==> config.mk <==
export PLATFORM = sky130hd
export DESIGN_NAME = rmap_status_monitor_flat
export DESIGN_NICKNAME = d
export VERILOG_FILES = /design/src/rtl/rmap_status_monitor_if.sv /design/src/rtl/rmap_status_monitor.sv /design/src/flat_wrapper.sv
export SDC_FILE = /design/constraint.sdc
export NUM_CORES = 1
export LEC_CHECK = 0
export BUFFER_PORTS_ARGS = -buffer_cell sky130_fd_sc_hd__buf_2
export CAP_MARGIN = 15
export CORE_MARGIN = 4
export CORE_UTILIZATION = 30
export DETAILED_ROUTE_END_ITERATION = 7
export SLEW_MARGIN = 20
export SYNTH_ARGS = -nofsm -noshare
export SYNTH_HDL_FRONTEND = slang
export SYNTH_SLANG_ARGS = --single-unit
==> constraint.sdc <==
create_clock -name clk -period 2.1 [get_ports clk]
set_clock_uncertainty 0.15 [all_clocks]
set_input_delay 0.315 -clock clk [delete_from_list [all_inputs] [get_ports clk]]
set_output_delay 0.315 -clock clk [all_outputs]
set_load 0.02 [all_outputs]
==> src/rtl/rmap_status_monitor_if.sv <==
`default_nettype none
// ============================================================================
// Module   : rmap_status_monitor_if
// Purpose  : Bundles the status inputs of NUM_CH RMAP targets, the register
//            read port, first-error capture and interrupt of the monitor.
// Revision : 1.0 - initial release
// ============================================================================
interface rmap_status_monitor_if #(
  parameter int NUM_CH = 4,
  parameter int CNT_W  = 16
);
  localparam int AW = $clog2(NUM_CH) + 3;

  logic [NUM_CH-1:0]   write_ind;
  logic [NUM_CH-1:0]   read_ind;
  logic [NUM_CH-1:0]   rmw_ind;
  logic [NUM_CH-1:0]   err_ind;
  logic [8*NUM_CH-1:0] err_code;
  logic [NUM_CH-1:0]   addr_invalid;
  logic [NUM_CH-1:0]   len_invalid;
  logic [NUM_CH-1:0]   clr;
  logic [NUM_CH-1:0]   irq_mask;
  logic                rd_en;
  logic [AW-1:0]       rd_addr;
  logic [CNT_W-1:0]    rd_data;
  logic                rd_valid;
  logic                first_err_valid;
  logic [3:0]          first_err_ch;
  logic [7:0]          first_err_code;
  logic                first_err_clr;
  logic                irq;

  // Host / stimulus side
  modport master (
    output write_ind, read_ind, rmw_ind, err_ind, err_code,
    output addr_invalid, len_invalid, clr, irq_mask,
    output rd_en, rd_addr, first_err_clr,
    input  rd_data, rd_valid, first_err_valid, first_err_ch, first_err_code, irq
  );

  // Monitor side
  modport slave (
    input  write_ind, read_ind, rmw_ind, err_ind, err_code,
    input  addr_invalid, len_invalid, clr, irq_mask,
    input  rd_en, rd_addr, first_err_clr,
    output rd_data, rd_valid, first_err_valid, first_err_ch, first_err_code, irq
  );
endinterface
`default_nettype wire

==> src/rtl/rmap_status_monitor.sv <==
`default_nettype none
// ============================================================================
// Module   : rmap_status_monitor
// Purpose  : Per-channel transaction/error counters, sticky flags, last error
//            code and first-error capture for NUM_CH RMAP targets, with a
//            one-cycle register read port and a maskable interrupt.
// Option   : RMAP_STAT_SATURATE_EN - counters saturate at all-ones instead of
//            wrapping to zero.
// Revision : 1.0 - initial release
// ============================================================================
module rmap_status_monitor #(
  parameter int NUM_CH = 4,
  parameter int CNT_W  = 16
) (
  input  logic                 clk,
  input  logic                 rst_n,
  rmap_status_monitor_if.slave bus
);
  localparam int AW = $clog2(NUM_CH) + 3;

  // Indication index: 0 wr, 1 rd, 2 rmw, 3 err, 4 addr_invalid, 5 len_invalid
  logic [5:0][NUM_CH-1:0] w_raw;
  logic [5:0][NUM_CH-1:0] r_smp;
  logic [5:0][NUM_CH-1:0] r_prv;
  logic [5:0][NUM_CH-1:0] w_ev;
  logic [8*NUM_CH-1:0]    r_code;
  logic                   r_armed;

  logic [CNT_W-1:0]       w_word [NUM_CH];
  logic [NUM_CH-1:0]      w_irq_src;

  assign w_raw = {bus.len_invalid, bus.addr_invalid, bus.err_ind,
                  bus.rmw_ind, bus.read_ind, bus.write_ind};

  // Sample indications; the first edge after reset loads both stages so inputs already high are not counted
  always_ff @(posedge clk or negedge rst_n) begin
    if (!rst_n) begin
      r_smp   <= '0;
      r_prv   <= '0;
      r_code  <= '0;
      r_armed <= 1'b0;
    end else begin
      r_smp   <= w_raw;
      r_code  <= bus.err_code;
      r_armed <= 1'b1;
      r_prv   <= r_armed ? r_smp : w_raw;
    end
  end

  assign w_ev = r_smp & ~r_prv;

  for (genvar c = 0; c < NUM_CH; c++) begin : g_ch
    logic [4:0]       w_cev;
    logic [CNT_W-1:0] r_cnt [5];
    logic [CNT_W-1:0] w_nxt [5];
    logic [3:0]       r_sticky;
    logic [3:0]       w_sticky_nxt;
    logic [7:0]       r_lastcode;
    logic             w_ovf;
    logic [CNT_W-1:0] w_word_c;

    // AUTH counts once even when both authentication errors rise together
    assign w_cev = {w_ev[4][c] | w_ev[5][c], w_ev[3][c], w_ev[2][c], w_ev[1][c], w_ev[0][c]};

    // Next counter values: a clear is applied first, then this cycle's event
    always_comb begin
      w_ovf = 1'b0;
      for (int k = 0; k < 5; k++) begin
        w_nxt[k] = bus.clr[c] ? '0 : r_cnt[k];
        if (w_cev[k]) begin
          if (&w_nxt[k]) w_ovf = 1'b1;
`ifdef RMAP_STAT_SATURATE_EN
          if (!(&w_nxt[k])) w_nxt[k] = w_nxt[k] + CNT_W'(1);
`else
          w_nxt[k] = w_nxt[k] + CNT_W'(1);
`endif
        end
      end
    end

    assign w_sticky_nxt = (bus.clr[c] ? 4'b0000 : r_sticky)
                        | {w_ovf, w_ev[5][c], w_ev[4][c], w_ev[3][c]};

    // Counters, sticky flags and last error code of this channel
    always_ff @(posedge clk or negedge rst_n) begin
      if (!rst_n) begin
        for (int k = 0; k < 5; k++) r_cnt[k] <= '0;
        r_sticky   <= '0;
        r_lastcode <= '0;
      end else begin
        for (int k = 0; k < 5; k++) r_cnt[k] <= w_nxt[k];
        r_sticky <= w_sticky_nxt;
        if (w_ev[3][c]) r_lastcode <= r_code[8*c +: 8];
      end
    end

    // Register-map word of this channel for the current select
    always_comb begin
      w_word_c = '0;
      case (bus.rd_addr[2:0])
        3'd0:    w_word_c = r_cnt[0];
        3'd1:    w_word_c = r_cnt[1];
        3'd2:    w_word_c = r_cnt[2];
        3'd3:    w_word_c = r_cnt[3];
        3'd4:    w_word_c = r_cnt[4];
        3'd5:    w_word_c = CNT_W'({r_lastcode, r_sticky});
        default: w_word_c = '0;
      endcase
    end

    assign w_word[c]    = w_word_c;
    // Overflow (bit3) deliberately does not feed the interrupt
    assign w_irq_src[c] = (|r_sticky[2:0]) & bus.irq_mask[c];
  end

  logic [AW-1:0]    w_addr_ch;
  logic [CNT_W-1:0] w_rd_mux;
  logic [CNT_W-1:0] r_rd_data;
  logic             r_rd_valid;

  assign w_addr_ch = bus.rd_addr >> 3;

  // Channel select; an index beyond NUM_CH matches nothing and reads 0
  always_comb begin
    w_rd_mux = '0;
    for (int c = 0; c < NUM_CH; c++) begin
      if (w_addr_ch == AW'(c)) w_rd_mux = w_word[c];
    end
  end

  // Read port: data holds until the next read, valid is a single-cycle pulse
  always_ff @(posedge clk or negedge rst_n) begin
    if (!rst_n) begin
      r_rd_data  <= '0;
      r_rd_valid <= 1'b0;
    end else begin
      r_rd_valid <= bus.rd_en;
      if (bus.rd_en) r_rd_data <= w_rd_mux;
    end
  end

  logic       w_any_err;
  logic [3:0] w_fe_ch;
  logic [7:0] w_fe_code;
  logic       r_fe_valid;
  logic [3:0] r_fe_ch;
  logic [7:0] r_fe_code;

  // Lowest-index channel with an error event this cycle
  always_comb begin
    w_any_err = |w_ev[3];
    w_fe_ch   = '0;
    w_fe_code = '0;
    for (int c = NUM_CH - 1; c >= 0; c--) begin
      if (w_ev[3][c]) begin
        w_fe_ch   = 4'(c);
        w_fe_code = r_code[8*c +: 8];
      end
    end
  end

  // First-error capture; a new capture wins over a simultaneous re-arm
  always_ff @(posedge clk or negedge rst_n) begin
    if (!rst_n) begin
      r_fe_valid <= 1'b0;
      r_fe_ch    <= '0;
      r_fe_code  <= '0;
    end else if ((!r_fe_valid || bus.first_err_clr) && w_any_err) begin
      r_fe_valid <= 1'b1;
      r_fe_ch    <= w_fe_ch;
      r_fe_code  <= w_fe_code;
    end else if (bus.first_err_clr) begin
      r_fe_valid <= 1'b0;
    end
  end

  logic r_irq;

  // Registered interrupt from masked sticky error flags
  always_ff @(posedge clk or negedge rst_n) begin
    if (!rst_n) r_irq <= 1'b0;
    else        r_irq <= |w_irq_src;
  end

  assign bus.rd_data         = r_rd_data;
  assign bus.rd_valid        = r_rd_valid;
  assign bus.first_err_valid = r_fe_valid;
  assign bus.first_err_ch    = r_fe_ch;
  assign bus.first_err_code  = r_fe_code;
  assign bus.irq             = r_irq;
endmodule
`default_nettype wire

==> src/flat_wrapper.sv <==
// flat-port wrapper written by rule: the top's interface ports become plain ports
module rmap_status_monitor_flat 
#(
  parameter int NUM_CH = 4,
  parameter int CNT_W  = 16
)
  (clk, rst_n, bus_write_ind, bus_read_ind, bus_rmw_ind, bus_err_ind, bus_err_code, bus_addr_invalid, bus_len_invalid, bus_clr, bus_irq_mask, bus_rd_en, bus_rd_addr, bus_first_err_clr, bus_rd_data, bus_rd_valid, bus_first_err_valid, bus_first_err_ch, bus_first_err_code, bus_irq);
  rmap_status_monitor_if #(.NUM_CH(NUM_CH), .CNT_W(CNT_W)) bus_i ();
  input  logic clk;
  input  logic rst_n;
  input wire logic [$bits(bus_i.write_ind)-1:0] bus_write_ind;
  input wire logic [$bits(bus_i.read_ind)-1:0] bus_read_ind;
  input wire logic [$bits(bus_i.rmw_ind)-1:0] bus_rmw_ind;
  input wire logic [$bits(bus_i.err_ind)-1:0] bus_err_ind;
  input wire logic [$bits(bus_i.err_code)-1:0] bus_err_code;
  input wire logic [$bits(bus_i.addr_invalid)-1:0] bus_addr_invalid;
  input wire logic [$bits(bus_i.len_invalid)-1:0] bus_len_invalid;
  input wire logic [$bits(bus_i.clr)-1:0] bus_clr;
  input wire logic [$bits(bus_i.irq_mask)-1:0] bus_irq_mask;
  input wire logic [$bits(bus_i.rd_en)-1:0] bus_rd_en;
  input wire logic [$bits(bus_i.rd_addr)-1:0] bus_rd_addr;
  input wire logic [$bits(bus_i.first_err_clr)-1:0] bus_first_err_clr;
  output wire logic [$bits(bus_i.rd_data)-1:0] bus_rd_data;
  output wire logic [$bits(bus_i.rd_valid)-1:0] bus_rd_valid;
  output wire logic [$bits(bus_i.first_err_valid)-1:0] bus_first_err_valid;
  output wire logic [$bits(bus_i.first_err_ch)-1:0] bus_first_err_ch;
  output wire logic [$bits(bus_i.first_err_code)-1:0] bus_first_err_code;
  output wire logic [$bits(bus_i.irq)-1:0] bus_irq;
  assign bus_i.write_ind = bus_write_ind;
  assign bus_i.read_ind = bus_read_ind;
  assign bus_i.rmw_ind = bus_rmw_ind;
  assign bus_i.err_ind = bus_err_ind;
  assign bus_i.err_code = bus_err_code;
  assign bus_i.addr_invalid = bus_addr_invalid;
  assign bus_i.len_invalid = bus_len_invalid;
  assign bus_i.clr = bus_clr;
  assign bus_i.irq_mask = bus_irq_mask;
  assign bus_i.rd_en = bus_rd_en;
  assign bus_i.rd_addr = bus_rd_addr;
  assign bus_i.first_err_clr = bus_first_err_clr;
  assign bus_rd_data = bus_i.rd_data;
  assign bus_rd_valid = bus_i.rd_valid;
  assign bus_first_err_valid = bus_i.first_err_valid;
  assign bus_first_err_ch = bus_i.first_err_ch;
  assign bus_first_err_code = bus_i.first_err_code;
  assign bus_irq = bus_i.irq;
  rmap_status_monitor #(.NUM_CH(NUM_CH), .CNT_W(CNT_W)) u_core (.clk(clk), .rst_n(rst_n), .bus(bus_i));
endmodule
== Word level (Yosys, flattened, before mapping) ==
Index checks and enable logic that the tools add are counted.
Storage, ports and cells
  logic and storage cells: 225
  register bits after elaboration: 480
Operators by class
  mux-type cells: 103
  reductions and logical operators: 32
  bitwise logic cells: 14
  equal/unequal tests: 8
  add/subtract/negate cells: 20
Operators with widths (count)
  2-to-1 mux 16 bit: 44
  case mux 16 bit (6 select lines): 4
  adder 16 x 1 -> 16 bit (second input constant): 20
  AND reduction 16 bit: 20
  2-to-1 mux 1 bit: 42
  2-to-1 mux 8 bit: 4
  AND 24 bit: 1
  2-to-1 mux 24 bit: 1
  inverter 24 bit: 1
  2-to-1 mux 4 bit: 4
  bitwise OR 4 bit: 4
  OR reduction 3 bit: 4
  2-to-1 mux 2 bit: 4
  OR reduction 4 bit: 2
  == test 3 x 2 -> 1 bit (second input constant): 2
  == test 3 bit (second input constant): 2
  logical NOT 5 bit: 1
  AND 1 bit: 4
  == test 2 bit (second input constant): 2
  bitwise OR 1 bit: 4
  == test 3 x 1 -> 1 bit (second input constant): 1
  logical NOT 3 bit: 1
  == test 2 x 1 -> 1 bit (second input constant): 1
  nonzero test 2 bit: 1
  3 further kinds: 3

== Longest topological paths before layout ==
Gate-level depths: netlist of run 1.
  depth after elaboration: 13
  mapped depth: 10

== Worst setup path before layout of run 1 ==
No wires, ideal clock.
  path type: input to register
  start: in bus_clr[0]
  end: reg u_core.g_ch[0].r_sticky[3]
  library setup time: 0.139 ns
  cell stages on the path: 10
  required time: 1.811 ns
  arrival: 2.316 ns
  slack: -0.505 ns
  path through: clkbuf_1 -> clkbuf_1 -> buf_2 -> nor2b_1 -> ha_1 -> and3b_1 -> nand4_1 -> nor2_1 -> and3_1 -> or4_1
Between the ends
  cells in the longest elaborated chain, start to end: 13
RTL lines
  start, declared: RTL line flat_wrapper.sv:18  | input wire logic [$bits(bus_i.clr)-1:0] bus_clr;
  2-to-1 mux 16 bit: RTL line rmap_status_monitor.sv:69  | w_nxt[k] = bus.clr[c] ? '0 : r_cnt[k];
  AND reduction 16 bit: RTL line rmap_status_monitor.sv:71  | if (&w_nxt[k]) w_ovf = 1'b1;
  2-to-1 mux 1 bit: RTL line rmap_status_monitor.sv:71
  2-to-1 mux 1 bit: RTL line rmap_status_monitor.sv:70  | if (w_cev[k]) begin
  2-to-1 mux 1 bit: RTL line rmap_status_monitor.sv:71
  2-to-1 mux 1 bit: RTL line rmap_status_monitor.sv:70
  2-to-1 mux 1 bit: RTL line rmap_status_monitor.sv:71
  2-to-1 mux 1 bit: RTL line rmap_status_monitor.sv:70
  2-to-1 mux 1 bit: RTL line rmap_status_monitor.sv:71
  2-to-1 mux 1 bit: RTL line rmap_status_monitor.sv:70
  2-to-1 mux 1 bit: RTL line rmap_status_monitor.sv:71
  2-to-1 mux 1 bit: RTL line rmap_status_monitor.sv:70
  bitwise OR 4 bit (*): RTL line rmap_status_monitor.sv:82  | | {w_ovf, w_ev[5][c], w_ev[4][c], w_ev[3][c]};
  via u_core.g_ch[0].w_sticky_nxt[3]: RTL line rmap_status_monitor.sv:57  | logic [3:0] w_sticky_nxt;
  end signal, assigned: RTL line rmap_status_monitor.sv:92  | r_sticky <= w_sticky_nxt;
  end, declared: RTL line rmap_status_monitor.sv:56  | logic [3:0] r_sticky;
Mark *: on every way through the listed nets, which the timed path passes. The rest lies on a longest branch.
A chain may end at the register's enable or synchronous reset.

== Worst setup path in the final report of run 1 ==
  start: reg u_core.g_ch[0].r_cnt[78] (netlist bit)
  end: reg u_core.r_rd_data[14], in the netlist u_core.bus.rd_data[14]
Between the ends
  cells in the longest elaborated chain, start to end: 5
RTL lines
  start, declared: RTL line rmap_status_monitor.sv:54  | logic [CNT_W-1:0] r_cnt [5];
  case mux 16 bit (6 select lines): RTL line rmap_status_monitor.sv:100  | case (bus.rd_addr[2:0])
  2-to-1 mux 16 bit (4 in series): RTL line rmap_status_monitor.sv:127  | if (w_addr_ch == AW'(c)) w_rd_mux = w_word[c];
  end signal, assigned: RTL line rmap_status_monitor.sv:138  | if (bus.rd_en) r_rd_data <= w_rd_mux;
  end, declared: RTL line rmap_status_monitor.sv:118  | logic [CNT_W-1:0] r_rd_data;
Every way passes these cells.

==> reports/results.ini, run 1 <==
[setup_path]
r2r_slack_ns = 0.04
path_cells = mux4_2 -> a221oi_4 -> buf_4 -> a211oi_1 -> buf_4 -> o221a_1
arrival_ns = 2.41
crit_buf_inv = 2
reg2reg_depth = 6
cpPeakStageDelay_ns = 0.55
cp_top_family = multiplexers
worstSetupEndpointType = flip-flop
required_ns = 2.45
r2r-end = u_core.bus.rd_data[14]
crit_top_cell = buf_4
path_class = flip-flop to flip-flop
path_depth = 6
endpoint = u_core.bus.rd_data[14]
crit_start = u_core.g_ch[0].r_cnt[78]
critPathLaunchType = flip-flop
critPathSlowestCell = mux4_2
r2r_start = u_core.g_ch[0].r_cnt[78]
crit_fanout = 3

[place]
dp.cells = 3813
place_congestion = 0.926
port_buffers = 101
dp_hpwl_um = 60600

[floorplanning]
die_h_um = 295
die_x_um = 295
num_io_pins = 104
die_area_um2 = 87000
start_util = 0.305
rows = 104
core_um2 = 81100

[cells_and_area]
fillers = 7870
final_nets = 2973
n_antenna_cell = 0
stdcell_count = 3984
layout_common_cells = dfrtp_1 (477), buf_4 (319), nand2_1 (232), nor2_1 (228), xnor2_1 (177)
regArea_um2 = 12000
area_growth_pct = 29.7
drive_gt1_frac = 0.238
multi_input_comb_area_um2 = 12300
mostFrequentLayoutCell = dfrtp_1

[synthesis]
synth_edf_count = 0
yosys_most_used_dff = dfrtp_1
synth_cell_types = 76
syn_area_per_cell_um2 = 10.2
synth_area_um2 = 24700
ys_seq_elements = 478
ys_seq_area_frac = 0.484
ys.warnings.count = 0
async_flop_share = 1.00
netlist_instances = 2427

[cts]
cts_sinks = 478
clk_transition_reported_paths_ns = 0.06
numCtsBuffers = 55
cts_root_buf = clkbuf_16
clockBufferDepth = 3
clock_latency_ns = 0.64
cts_htree_levels = 2
cts_tree = done

[timing]
slew_headroom = 0.625
finalCritPeriodShare = 0.981
setup_viol = 0
hold_viol_final = 0
fmax_mhz = 486
period_minus_slack_ns = 2.06
slew_violations = 0
tightest_slew_ns = 0.562
whs_ns = 0.0105

[routing]
drtPass1Iterations = 5
drt_iter0_markers = 1896
wl_um = 80900
avgViaCountPerCell = 5.14
ant_nets = 0
wl_per_cell_um = 20.3
vias = 20500
drc = 0

[hold_path]
min_path_type = primary input to asynchronous set/reset pin

[outcome]
status = finished, final reports clean

[grt]
grt_overflow = 0
grt_max_degree = 85
grt_antenna_before_repair = 1
grtUsageTotal = 0.186
grt_pass1_vias = 20200
grt_pass1_wl_um = 125000

[power_and_ir_drop]
p_per_area_nw_per_um2 = 735
ir_worst_vdd_uv = 910
leakagePower_nw = 13.7

[flow_run]
maxCapViolations = 0

-- flip-flops by register name, indices dropped and copies added (netlist names), 2 cells and up --
| signal | flops |
|---|---|
| u_core.r_prv | 24 |
| u_core.r_code | 32 |
| u_core.bus.rd_data | 16 |
| u_core.g_ch.r_sticky | 16 |
| u_core.r_smp | 24 |
| u_core.bus.first_err_code | 8 |
| u_core.bus.first_err_ch | 2 |
| u_core.g_ch.r_lastcode | 32 |
| u_core.g_ch.r_cnt | 320 |
-- where the power goes --
part	switching, mW	internal (mW)
sequential	0.372	9.62
combinational	1.43	1.11
clock	4.08	6.92
total	5.88	17.7
-- cell type report --
cell class | count | share of cell area
clock buffer | 73 | 0.0486
clock inverter | 28 | 0.0163
inverter | 53 | 0.00621
multi-input combinational | 1780 | 0.385
sequential | 478 | 0.374
tap | 1060 | 0.0414
timing repair buffer | 512 | 0.129
-- cell families after synthesis --
family,count (synthesis),share of synthesized area
adder cells (fa/ha/maj),20,0.0101
buffers and inverters,170,0.0296
AND/OR/NAND/NOR,1025,0.219
other,2,0.000304
flip-flops,478,0.484
XOR/XNOR,261,0.0926
AO/OA/AOI/OAI,330,0.0925
multiplexers,141,0.0714
-- what timing repair did --
| item | CTS | global route |
|---|---|---|
| pin swaps | 0 | 8 |
| resized for setup | 2 | 25 |
| hold buffers | 64 | 0 |
| setup endpoints to repair | 2 | 24 |
| setup buffers | 0 | 6 |
| hold endpoints to repair | 547 | 0 |
-- per-stage QoR --
stage / utilization / cell area, um^2 / worst slack (ns) / power [mW] / TNS (ns)
finish: 0.395 / 32000 / 0.0408 / 23.5 / 0
global route: 0.395 / 32000 / -0.00139 / 24.4 / -0.00139
CTS: 0.393 / 31900 / 0.0103 / 23.7 / 0
detailed placement: 0.359 / 29100 / -0.260 / 12.5 / -6.13
global placement: 0.359 / 29100 / -0.218 / 12.5 / -4.60
floorplan: - / 25100 / -0.133 / 11.2 / -0.282
-- synth_stat cells, types with 19 or more instances --
| library cell | count | area share |
|---|---|---|
| nand3_1 | 84 | 0.017 |
| inv_1 | 49 | 0.0074 |
| mux2_1 | 29 | 0.013 |
| a22oi_1 | 56 | 0.017 |
| o21ai_0 | 51 | 0.010 |
| a21oi_1 | 61 | 0.012 |
| xor2_1 | 84 | 0.030 |
| mux2_2 | 53 | 0.024 |
| xnor2_1 | 177 | 0.063 |
| and3_1 | 27 | 0.0068 |
| mux2i_1 | 39 | 0.016 |
| nor4_1 | 21 | 0.0053 |
| o221ai_1 | 19 | 0.0067 |
| nor2_1 | 229 | 0.035 |
| buf_2 | 26 | 0.0053 |
| nand4_1 | 53 | 0.013 |
| mux4_2 | 20 | 0.018 |
| nand3b_1 | 20 | 0.0061 |
| clkbuf_1 | 71 | 0.011 |
| nand2b_1 | 69 | 0.017 |
| nand4b_1 | 25 | 0.0089 |
| nand2_1 | 235 | 0.036 |
| nor3_1 | 36 | 0.0073 |
| ha_1 | 20 | 0.010 |
| nor2b_1 | 120 | 0.030 |
| dfrtp_1 | 478 | 0.48 |
| or3_1 | 31 | 0.0079 |
-- worst min path at each step --
stage	to	slack (ns)
finish	u_core.g_ch[1].r_cnt[63]	0.01
global route	u_core.g_ch[1].r_cnt[63]	0.02
CTS	u_core.g_ch[1].r_cnt[63]	0.002
detailed placement	u_core.r_smp[16]	0.05
global placement	u_core.r_smp[16]	0.04
floorplan	u_core.bus.first_err_ch[0]	-0.13
-- per-layer routing --
metal  vias up  global-route usage  routed length (um)
met5         -                   0                  13
met4         2              0.0593                2610
met3       166              0.0361                6370
met2       756               0.282               35300
met1     10100               0.267               36600
li1       9436                   -                   -
Note: power is estimated with default switching activity, not from simulation.
==> run 2: changes to the inputs <==
Settings changed: CTS_BUF_LIST set to sky130_fd_sc_hd__clkbuf_2.
==> run 2 against run 1 <==
Compared with the run above: global-route usage up 1.0 points; highest routed layer unchanged; first-iteration DRC count up 2.6%; fmax down 15%; the run now ends with negative setup slack left; sequential cell count stayed put; clock-buffer cell count rose by 111; critical path type is now flip-flop to output port; largest cell class unchanged.
==> reports/results.ini, run 2 (same netlist as run 1, synthesis figures left out) <==
[routing]
drc = 0  ; unchanged
wl_per_cell_um = 19.9  ; -1.8%
avgViaCountPerCell = 5.07  ; -1.3%
wl_um = 84800  ; +4.8%
vias = 21600  ; +5.3%
drtPass1Iterations = 5  ; unchanged
drt_iter0_markers = 1945  ; +2.6%
ant_nets = 0  ; unchanged

[setup_path]
crit_fanout = 2  ; -1
cp_top_family = flip-flops
arrival_ns = 1.94  ; -0.47 ns
crit_buf_inv = 1  ; -1
cpPeakStageDelay_ns = 0.47  ; -0.08 ns
required_ns = 1.63  ; -0.82 ns
path_class = flip-flop to output port
r2r_slack_ns = 0.05  ; about the same
worstSetupEndpointType = output port
critPathLaunchType = flip-flop
path_cells = buf_6
critPathSlowestCell = dfrtp_2

[power_and_ir_drop]
combPwrFrac = 0.146  ; +0.038
leakagePower_nw = 14.2  ; +4.1%
p_sw_mw = 6.14  ; +4.4%
p_per_area_nw_per_um2 = 601  ; -18%
p_sw_frac = 0.312  ; +0.0624
p_int_mw = 13.5  ; -23%
ir_worst_vdd_uv = 539  ; -41%
seq_power_share = 0.509  ; +0.084
p_clk_frac = 0.345  ; -0.122

[cells_and_area]
stdcell_count = 4252  ; +6.7%
layout_common_cells = dfrtp_1 (474), buf_4 (330), nand2_1 (233), nor2_1 (227), dlygate4sd3_1 (191)
mostFrequentLayoutCell = dfrtp_1
largest_register = u_core.g_ch.r_cnt
final_nets = 3191  ; +7.3%
fillers = 7922  ; +0.66%
final_area_um2 = 32700  ; +2.0%
fin_util = 0.403  ; +0.00804
drive_gt1_frac = 0.255  ; +0.0167
reg_top3 = u_core.g_ch.r_cnt x320, u_core.g_ch.r_lastcode x32, u_core.r_code x32
largest_reg_flops = 320  ; unchanged
area_growth_pct = 32.3

[floorplanning]
rows = 104  ; unchanged
core_um2 = 81100  ; unchanged
die_area_um2 = 87000  ; unchanged
die_x_um = 295  ; unchanged
start_util = 0.305  ; unchanged
die_h_um = 295  ; unchanged
num_io_pins = 104  ; unchanged

[place]
dp.cells = 3813  ; unchanged
dp_hpwl_um = 60600  ; unchanged
port_buffers = 101  ; unchanged
place_congestion = 0.926  ; unchanged
postPlaceCellArea_um2 = 29100  ; unchanged

[grt]
grt_pass1_vias = 21800  ; +7.9%
grt_antenna_before_repair = 2  ; +1
grt_overflow = 0  ; unchanged
grt_max_degree = 85  ; unchanged
grt_pass1_wl_um = 131000  ; +4.8%
grtUsageTotal = 0.196  ; +0.0104

[cts]
clk_transition_reported_paths_ns = 0.11  ; +0.05 ns
cts_root_buf = clkbuf_2
cts_htree_levels = 4  ; +2
clock_latency_ns = 1.31  ; +0.67 ns
numCtsBuffers = 133  ; +140%
clockBufferDepth = 3  ; unchanged
cts_sinks = 478  ; unchanged
cts_tree = done

[timing]
fmax_mhz = 415  ; -15%
slew_violations = 0  ; unchanged
rsz0062_at_grt = true
tightest_slew_ns = 0.866  ; +0.304 ns
period_minus_slack_ns = 2.41  ; +0.349 ns
finalSetupTns_ns = -6.62  ; -6.62 ns
whs_ns = 0.0518  ; +0.0413 ns
finalCritPeriodShare = 1.15  ; +0.166
hold_viol_final = 0  ; unchanged
slew_headroom = 0.423  ; -0.203
setup_viol = 31  ; +31
worst_slack_ns = -0.309  ; -0.349 ns

[hold_path]
min_path_type = primary input to flip-flop

[flow_run]
maxCapViolations = 0  ; unchanged

[outcome]
status = finished with violations
violations = negative setup slack

==> run 2: cell count changes in the layout (fill, tap and decap cells not counted), moves of 13 or more <==
cell,before,now
buf_2,97,69
dlygate4sd3_1,64,191
clkbuf_2,0,184
buf_6,0,29
clkbuf_16,56,0
clkinv_1,1,29
bufinv_16,14,1
==> run 2: path summary, 6_finish.rpt <==
check / start / end / cells after the start
setup / recovery: u_core.bus.rd_data[10] / bus_rd_data[10] / 1
hold / removal: bus_clr[2] / u_core.g_ch[2].r_cnt[73] / 6
setup reg to reg: u_core.g_ch[0].r_cnt[46] / u_core.bus.rd_data[14] / 5
hold reg to reg: u_core.r_prv[8] / u_core.g_ch[0].r_cnt[34] / 3
max in group asynchronous: rst_n / u_core.g_ch[3].r_cnt[49] / 7
min in group asynchronous: rst_n / u_core.g_ch[1].r_cnt[45] / 5
==> run 2: repair_timing <==
| action | 4_1_cts | 5_1_grt |
|---|---|---|
| setup buffers | 6 | 12 |
| hold buffers | 194 | 1 |
| endpoints found under the setup margin | 32 | 75 |
| pin swaps | 1 | 5 |
| cloned | 0 | 0 |
| resized for setup | 62 | 22 |
| hold endpoints to repair | 923 | 33 |
==> run 2: power by group through the flow <==
stage	registers [mW]	clock network (mW)	logic [mW]
after global placement	10.1	0	2.39
after global routing	10.0	7.55	3.10
final	10.0	6.78	2.87
after CTS	9.97	7.02	2.82
after floorplan	10.1	0	1.10
after detailed placement	10.1	0	2.42
==> run 2: final cells by class <==
class                           instances  area (um^2)  area share
Sequential cell                       478        12000       0.366
Inverter                               53          199     0.00609
Multi-Input combinational cell       1780        12300       0.377
Clock inverter                         44          240     0.00735
Timing Repair Buffer                  652         5710       0.175
Antenna cell                            1         2.50   0.0000766
Tap cell                             1060         1330      0.0406
Clock buffer                          184          921      0.0282
==> run 2: metrics by stage <==
stage / setup WS [ns] / total power, mW
CTS: -0.458 / 19.8
detailed placement: -0.260 / 12.5
global placement: -0.218 / 12.5
floorplan: -0.133 / 11.2
finish: -0.309 / 19.7
global route: -0.412 / 20.7
==> run 2: routing by layer <==
metal	wire length [um]	track usage	vias to the layer above
met5	13	0	-
met4	3110	0.0816	2
met3	7060	0.0524	181
met2	37300	0.296	798
met1	37300	0.266	10600
li1	-	-	9960
==> run 3: changes to the inputs <==
Settings changed: TNS_END_PERCENT set to 10.
==> run 3 against run 2 <==
Compared with the run above: the flow still finishes with violations (negative setup slack); setup slack improved by 0.020 ns; critical path depth did not move; hold slack got worse by 0.012 ns; register-to-register slack got worse by 0.07 ns; die area did not move.
==> reports/results.ini, run 3 (same netlist as run 1, synthesis figures left out) <==
[setup_path]
required_ns = 1.63  ; about the same
cp_top_family = flip-flops
worstSetupEndpointType = output port
critPathLaunchType = flip-flop
critPathSlowestCell = dfrtp_2
cpPeakStageDelay_ns = 0.48  ; about the same
arrival_ns = 1.92  ; -0.02 ns
crit_buf_inv = 1  ; unchanged
crit_fanout = 2  ; unchanged
path_class = flip-flop to output port
path_cells = buf_6

[power_and_ir_drop]
combPwrFrac = 0.144  ; -0.002
p_sw_frac = 0.308  ; -0.00416
ir_worst_vdd_uv = 536  ; -0.53%
p_int_mw = 13.5  ; about the same
leakagePower_nw = 14.1  ; -1.3%
p_per_area_nw_per_um2 = 603  ; +0.27%
p_sw_mw = 6.01  ; -2.0%
seq_power_share = 0.514  ; +0.005
p_clk_frac = 0.342  ; -0.003

[cts]
clk_transition_reported_paths_ns = 0.13  ; +0.02 ns
cts_htree_levels = 3  ; -1
cts_tree = done
cts_sinks = 478  ; unchanged
cts_setup_buffers = 0  ; -6
clock_latency_ns = 1.28  ; -0.03 ns
numCtsBuffers = 121  ; -9.0%
cts_root_buf = clkbuf_2
clockBufferDepth = 3  ; unchanged

[cells_and_area]
largest_register = u_core.g_ch.r_cnt
area_growth_pct = 31.1
final_area_um2 = 32400  ; -0.92%
layout_common_cells = dfrtp_1 (462), buf_4 (340), nand2_1 (233), nor2_1 (229), dlygate4sd3_1 (178)
multi_input_comb_area_um2 = 12200  ; -0.78%
regArea_um2 = 12000  ; +0.13%
largest_reg_flops = 320  ; unchanged
mostFrequentLayoutCell = dfrtp_1
final_nets = 3172  ; -0.60%
reg_top3 = u_core.g_ch.r_cnt x320, u_core.g_ch.r_lastcode x32, u_core.r_code x32
drive_gt1_frac = 0.252  ; -0.00250
fillers = 7894  ; -0.35%

[flow_run]
maxCapViolations = 0  ; unchanged

[timing]
slew_violations = 0  ; unchanged
finalCritPeriodShare = 1.14  ; -0.00940
period_minus_slack_ns = 2.39  ; -0.0197 ns
worst_slack_ns = -0.289  ; +0.0197 ns
rsz0062_at_grt = true
hold_viol_final = 0  ; unchanged
setup_viol = 30  ; -3.2%
finalSetupTns_ns = -6.32  ; +0.309 ns
fmax_mhz = 419  ; +0.83%
slew_headroom = 0.539  ; +0.117
tightest_slew_ns = 0.684  ; -0.182 ns

[grt]
grt_overflow = 0  ; unchanged
grt_pass1_wl_um = 131000  ; +0.10%
grt_pass1_vias = 21600  ; -1.1%
grtUsageTotal = 0.195  ; -0.000764
grt_max_degree = 89  ; +4.7%
grt_antenna_before_repair = 4  ; +2

[routing]
wl_per_cell_um = 20.3  ; +1.6%
drtPass1Iterations = 6  ; +1
vias = 21700  ; +0.39%
wl_um = 86000  ; +1.4%
ant_nets = 0  ; unchanged
drt_iter0_markers = 2004  ; +3.0%
avgViaCountPerCell = 5.10  ; +0.60%
drc = 0  ; unchanged

[place]
postPlaceCellArea_um2 = 29100  ; -0.19%
port_buffers = 101  ; unchanged
place_congestion = 0.938  ; +1.3%
dp_hpwl_um = 61500  ; +1.4%

[floorplanning]
num_io_pins = 104  ; unchanged
die_h_um = 295  ; unchanged
die_area_um2 = 87000  ; unchanged
die_x_um = 295  ; unchanged
rows = 104  ; unchanged
start_util = 0.305  ; unchanged
core_um2 = 81100  ; unchanged

[outcome]
status = finished with violations
violations = negative setup slack

[hold_path]
min_path_type = primary input to flip-flop

[run 3: changes by cell type in the layout (fill, tap and decap cells not counted), sizes merged]
| cell | delta |
|---|---|
| buf | +2 |
| bufinv | +2 |
| clkbuf | -14 |
| clkinv | +10 |
| clkinvlp | -2 |
| diode | +7 |
| dlygate4sd3 | -13 |
| dlymetal6s4s | +4 |
| inv | -5 |
[run 3: final cells by class]
| class | count | share of cell area |
|---|---|---|
| well taps | 1060 | 0.0410 |
| inverters | 53 | 0.00614 |
| clock inverters | 49 | 0.00877 |
| clock buffers | 170 | 0.0263 |
| repair buffers | 645 | 0.170 |
| flip-flops and latches | 478 | 0.370 |
| multi-input cells | 1780 | 0.377 |
| diodes | 8 | 0.000618 |
[run 3: per-stage QoR]
stage | instances | total power, mW | hold slack, ns | utilization | setup WS, ns
after floorplan | 2428 | 11.1 | -0.131 | - | -0.133
after global placement | 3831 | 12.5 | 0.0741 | 0.359 | -0.284
after detailed placement | 3831 | 12.5 | 0.0676 | 0.359 | -0.279
after CTS | 4234 | 19.6 | 0.0106 | 0.397 | -0.401
after global routing | 4237 | 20.4 | 0.00345 | 0.399 | -0.353
final | 4243 | 19.5 | 0.0398 | 0.399 | -0.289
[run 3: layer usage]
metal,global-route usage,vias to the layer above,wire length (um)
met4,0.0814,0,3030
met2,0.295,923,37800
li1,-,9912,-
met3,0.0444,191,7220
met5,0,-,0
met1,0.271,10600,38000
[run 3: final timing paths]
path / start / end / slack (ns) / cells past startpoint
worst max-delay path: u_core.bus.rd_data[7] / bus_rd_data[7] / -0.29 / 1
max in group asynchronous: rst_n / u_core.r_smp[16] / 0.34 / 7
worst max register to register: u_core.g_ch[0].r_cnt[32] / u_core.g_ch[0].r_sticky[3] / -0.02 / 6
worst min register to register: u_core.r_smp[17] / u_core.g_ch[1].r_sticky[1] / 0.29 / 2
worst min-delay path: bus_clr[2] / u_core.g_ch[2].r_sticky[1] / 0.04 / 5
min in group asynchronous: rst_n / u_core.bus.rd_data[5] / 0.54 / 5
[run 3: what timing repair did]
item,CTS,global route
gates resized for setup,46,43
pin swaps,0,7
hold buffers,184,1
setup endpoints to repair,31,108
hold endpoints to repair,914,3
[run 3: power groups by stage]
stage / Combinational [mW] / Clock [mW] / Sequential, mW
final: 2.81 / 6.68 / 10.0
after global routing: 3.02 / 7.35 / 10.1
after CTS: 2.71 / 6.89 / 9.99
after detailed placement: 2.38 / 0 / 10.2
after global placement: 2.36 / 0 / 10.2
after floorplan: 1.08 / 0 / 10.1
[run 3: tightest hold or removal path, cell delays in order]
cell	delay (ns)
dlygate4sd3_1	0.53
buf_2	0.10
buf_2	0.12
buf_4	0.22
o21ai_0	0.11
